<file path="src/rtl/instr_fetch_queue.sv">
// instr_fetch_queue: single-outstanding imem fetcher feeding a DEPTH-entry {pc, instr} FIFO to decode.
// Define FETCH_BYPASS_EN to hand a response straight to decode when the queue is empty.
module instr_fetch_queue #(
   parameter int          DEPTH    = 4,
   parameter logic [31:0] RESET_PC = 32'h0000_0000
) (
   input  logic                   clk,
   input  logic                   reset,
   output logic                   imem_req,
   output logic [31:0]            imem_addr,
   input  logic                   imem_ack,
   input  logic [31:0]            imem_rdata,
   output logic                   instr_valid,
   output logic [31:0]            instr,
   output logic [31:0]            instr_pc,
   input  logic                   instr_ready,
   input  logic                   redirect,
   input  logic [31:0]            redirect_pc,
   output logic [$clog2(DEPTH):0] occupancy
);
   localparam int AW = $clog2(DEPTH);
   localparam logic [AW:0] FULL = (AW+1)'(DEPTH);
   typedef enum logic [1:0] {IDLE, WAIT, DROP} state_t;
   state_t          r_state, w_next;
   logic [AW:0]     r_count, w_count_nxt;
   logic [AW-1:0]   r_rd_ptr, r_wr_ptr;
   logic [31:0]     r_fetch_pc, r_req_pc;
   logic [31:0]     r_q_pc [DEPTH];
   logic [31:0]     r_q_instr [DEPTH];
   logic            w_ack_keep, w_head_valid, w_bypass, w_pop, w_push, w_issue;
   assign w_ack_keep   = (r_state == WAIT) && imem_ack && !redirect && !reset;
   assign w_head_valid = |r_count;
`ifdef FETCH_BYPASS_EN
   assign w_bypass = !w_head_valid && w_ack_keep;
   assign instr    = w_head_valid ? r_q_instr[r_rd_ptr] : imem_rdata;
   assign instr_pc = w_head_valid ? r_q_pc[r_rd_ptr] : r_req_pc;
`else
   assign w_bypass = 1'b0;
   assign instr    = r_q_instr[r_rd_ptr];
   assign instr_pc = r_q_pc[r_rd_ptr];
`endif
   assign w_pop       = w_head_valid && instr_ready && !redirect;
   assign w_push      = w_ack_keep && !(w_bypass && instr_ready);
   assign w_count_nxt = r_count + (AW+1)'(w_push) - (AW+1)'(w_pop);
   // A new request is only issued when its response is sure to find a free entry.
   assign w_issue     = !redirect && !reset &&
                        ((r_state == IDLE && r_count != FULL) || (w_ack_keep && w_count_nxt != FULL));
   assign imem_req    = w_issue;
   assign imem_addr   = r_fetch_pc;
   assign instr_valid = !reset && (w_head_valid || w_bypass);
   assign occupancy   = reset ? '0 : r_count;
   always_comb begin
      w_next = w_issue ? WAIT : (r_state == IDLE || imem_ack) ? IDLE : redirect ? DROP : r_state;
   end
   always_ff @(posedge clk) begin
      if (reset) begin
         r_state    <= IDLE;
         r_count    <= '0;
         r_rd_ptr   <= '0;
         r_wr_ptr   <= '0;
         r_fetch_pc <= RESET_PC;
         r_req_pc   <= '0;
      end else begin
         r_state <= w_next;
         if (w_issue) r_req_pc <= r_fetch_pc;
         if (redirect) begin
            r_count    <= '0;
            r_rd_ptr   <= '0;
            r_wr_ptr   <= '0;
            r_fetch_pc <= redirect_pc;
         end else begin
            r_count <= w_count_nxt;
            if (w_pop) r_rd_ptr <= r_rd_ptr + AW'(1);
            if (w_push) r_wr_ptr <= r_wr_ptr + AW'(1);
            if (w_issue) r_fetch_pc <= r_fetch_pc + 32'd4;
         end
      end
   end
   always_ff @(posedge clk) begin
      if (w_push) begin
         r_q_pc[r_wr_ptr]    <= r_req_pc;
         r_q_instr[r_wr_ptr] <= imem_rdata;
      end
   end
   always_ff @(posedge clk) begin
      if (!reset) begin
         assert (!(w_push && r_count == FULL));
         assert (!(r_state == IDLE && imem_ack));
      end
   end
endmodule

</file>
<file path="config.mk">
export PLATFORM = sky130hd
export DESIGN_NAME = instr_fetch_queue
export DESIGN_NICKNAME = d
export VERILOG_FILES = /design/src/rtl/instr_fetch_queue.sv
export SDC_FILE = /design/constraint.sdc
export NUM_CORES = 1
export LEC_CHECK = 0
export CAP_MARGIN = 40
export CORE_MARGIN = 5
export CORE_UTILIZATION = 25
export DETAILED_ROUTE_END_ITERATION = 8
export RECOVER_POWER = 50
export SYNTH_ARGS = -nofsm -noshare
export SYNTH_HDL_FRONTEND = slang
export SYNTH_SLANG_ARGS = --single-unit
</file>
<file path="constraint.sdc">
create_clock -name clk -period 5.3 [get_ports clk]
set_clock_uncertainty 0.2 [all_clocks]
set_input_delay 1.06 -clock clk [delete_from_list [all_inputs] [get_ports clk]]
set_output_delay 1.06 -clock clk [all_outputs]
set_load 0.01 [all_outputs]
</file>
==> flow_summary.ini <==
[status]
status = finished with violations
violations = capacitance limit, slew limit

[cells_and_area]
area_delta_synth_final_pct = 29.75
drive_above_1_share = 0.1576
instances_no_fill = 1657
final_nets = 1027
antenna_cells = 0

[job]
maxCapViolCount = 1

[die]
die_w_um = 236.6
die_h_um = 236.6
io-pin-count = 170
initial_core_util = 0.2513
rows = 83
core_area_um2 = 51090
die_area_um2 = 56000

[placement]
place_inst = 1590
routabilityCongestion = 0.7721
portBuffers = 169
dp_hpwl_mm = 20.62

[critical_path]
worstSetupPathDepth = 14
start_kind = input port
slowest_delay_ns = 0.42
r2r_slack_ns = 1.61
arrival_ns = 3.80
cpMaxStageDelayCell = clkdlybuf4s50_1
worstPathCellList = clkdlybuf4s50_1, nor4b_1, and2_1, inv_1, ha_1, inv_1, ha_1, inv_1, fa_1, xnor3_2, o211ai_4, and2_4, inv_2, dlymetal6s2s_1
cp_data_required_time_ns = 4.04
worst-path-max-fanout = 2
cpLargestDelayFamily = buffers and inverters
r2r-end = imem_addr[17]
criticalPathCategory = input port to primary output
endpoint = imem_req
startpoint = redirect
ff2ff_path_depth = 14
end_kind = primary output
worst-path-buf-inv = 6
r2r_start = r_state[0]
crit_top_cell = inv_1

[route]
drt_iter0_drc = 653
wl_met3_mm = 2.322
wl_met1_mm = 14.35
post_drt_wl_per_cell_um = 19.20
ant_nets = 0
highest_layer = met4
drcViolationCount = 0
drt_first_pass_iters = 5
wl_mm = 31.82
dr_wl_met2_mm = 14.45
drt-vias-per-instance = 4.487
via_count = 7435

[synthesis]
synthCells = 762
yosysUniqueCellTypes = 54
ys_top_cells_by_area = edfxtp_1 (60%), dfxtp_1 (12%), mux4_2 (11%)
avgSynthCellArea_um2 = 16.85
postSynthRegisterBits = 331
netlist_area_um2 = 12840
async_flop_share = 0
ys_seq_area_frac = 0.7155
yosysTopAreaCell = edfxtp_1
yosysWarningCount = 0
synthFlopType = edfxtp_1
synth_edf_count = 256
yosysTopAreaCellShare = 0.5986
synth_nets = 839

[timing]
slew_viol_final = 29
fmax_mhz = 197.6
finalHoldViolCount = 0
hold_ws_ns = 0.2985
slew_headroom = -0.1899
setup_violations = 0
finalCritPeriodShare = 0.9548
tightest_slew_ns = 1.785
rsz0062_at_grt = false
fin_crit_ns = 5.061

[clock_network]
cts_root_buffer = clkbuf_16
path_clk_slew_ns = 0.05
clock_path_buffers = 3
cts_tree = built
numCtsBuffers = 37
h-tree-depth = 2
clkSinkCount = 331
cts.hold.buffers_added = 0
clock_latency_ns = 0.54

[hold_path]
min_path_type = flop to flop

[global_route]
gr-total-overflow = 0
grt_pass1_wl_mm = 48.22
first_global_vias = 7790
grt_max_degree = 70
antenna_found_initial = 0
grt_util_all_layers = 0.1115

[power_and_ir_drop]
irDropWorstVdd_v = 0.0001759
p_leak_nw = 5.161
power_density_nw_per_um2 = 345.5
[cell usage after synthesis (all sizes together) (2+ instances only)]
library cell and count:
xnor2 12, ha 7, clkbuf 25, nor2b 3
dfxtp 75, mux4 64, buf 19, o311ai 5
a2111oi 6, inv 14, and2 8, a211o 2
nand3 10, a21oi 14, and3 10, o21ai 32
nor3 4, and4 5, or3 4, nand4 13
nor2 27, nand2 53, o211ai 7, a311o 4
nand2b 27, edfxtp 256, a22oi 3, a31oi 13
mux2i 2, nand3b 6, or4 5, a211oi 12
[worst min path at each step]
stage                  from             to  slack, ns  cells after the start
6_report       r_req_pc[25]  r_q_pc[2][25]       0.30                      0
2_1_floorplan   r_req_pc[2]   r_q_pc[0][2]       0.26                      0
3_3_place_gp    r_req_pc[7]   r_q_pc[2][7]       0.28                      0
5_1_grt        r_req_pc[25]  r_q_pc[2][25]       0.31                      0
4_1_cts        r_req_pc[25]  r_q_pc[2][25]       0.29                      0
3_5_place_dp   imem_addr[1]    r_req_pc[1]       0.29                      2
[metal layers]
layer | global-route usage | vias to the layer above
li1 | - | 3393
met1 | 0.1526 | 3732
met2 | 0.1713 | 248
met3 | 0.03622 | 62
met4 | 0.03044 | 0
met5 | 0 | -
[registers in the layout, indices dropped and copies added (netlist names), named ones only]
signal	cells
imem_addr	32
r_count	3
r_q_instr	128
r_q_pc	128
r_rd_ptr	2
r_req_pc	32
r_state	2
r_wr_ptr	2
[metrics by stage]
stage	setup slack [ns]	TNS, ns	power [mW]	area [um2]	utilization
2_1_floorplan	0.2220	0	3.024	12840	-
3_3_place_gp	-0.005921	-0.005921	3.176	15370	0.3009
3_5_place_dp	-0.04312	-0.04312	3.181	15420	0.3018
4_1_cts	0.01338	0	5.860	16690	0.3266
5_1_grt	0.05837	0	5.992	16660	0.3261
6_report	0.2393	0	5.757	16660	0.3261
[cells by family (layout without fill, tap and decap cells)]
| logic type | Yosys count | after routing | synth area share |
|---|---|---|---|
| adders and majority gates | 8 | 8 | 0.008379 |
| buffers and inverters | 58 | 273 | 0.02007 |
| xor gates and xnor gates | 14 | 14 | 0.01062 |
| AOI/OAI and AO/OA | 104 | 104 | 0.05670 |
| DFF | 331 | 331 | 0.7155 |
| and+or+nand+nor | 180 | 180 | 0.07405 |
| muxes | 67 | 67 | 0.1147 |
[final cells by class]
cell class	count	area, um2
sequential	331	9196
fill	5021	34430
tap	680	850.8
clock inverter	19	269.0
inverter	14	52.55
timing repair buffer	193	1911
multi-input combinational	373	3391
clock buffer	47	993.5
[power breakdown]
part           internal (mW)  switching, mW  total [mW]
clock network           1.62           1.01        2.64
registers               2.83         0.0512        2.88
logic                  0.119          0.120       0.239
[layout by cell type (no fill, tap or decap), types with 5 or more instances in the layout]
cell and count:
edfxtp_1 256, clkdlybuf4s50_1 133, dfxtp_1 73, mux4_2 64, nand2_1 53, clkbuf_16 37
dlygate4sd3_1 34, o21ai_0 32, nand2b_1 27, nor2_1 27, buf_4 19, a21oi_1 14
nand4_1 13, a31oi_1 13, inv_1 12, a211oi_1 12, xnor2_1 12, and3_1 10
nand3_1 10, clkbuf_1 8, and2_1 7, ha_1 7, o211ai_1 6, nand3b_1 6
bufinv_16 6, and4_1 5, o311ai_0 5, or4_1 5, clkinv_1 5
[timing repair]
item,CTS,global route
pin swaps,1,2
endpoints found under the setup margin,1,1
resized for setup,2,1
buffers inserted,0,1
(Power assumes the default switching activity.)
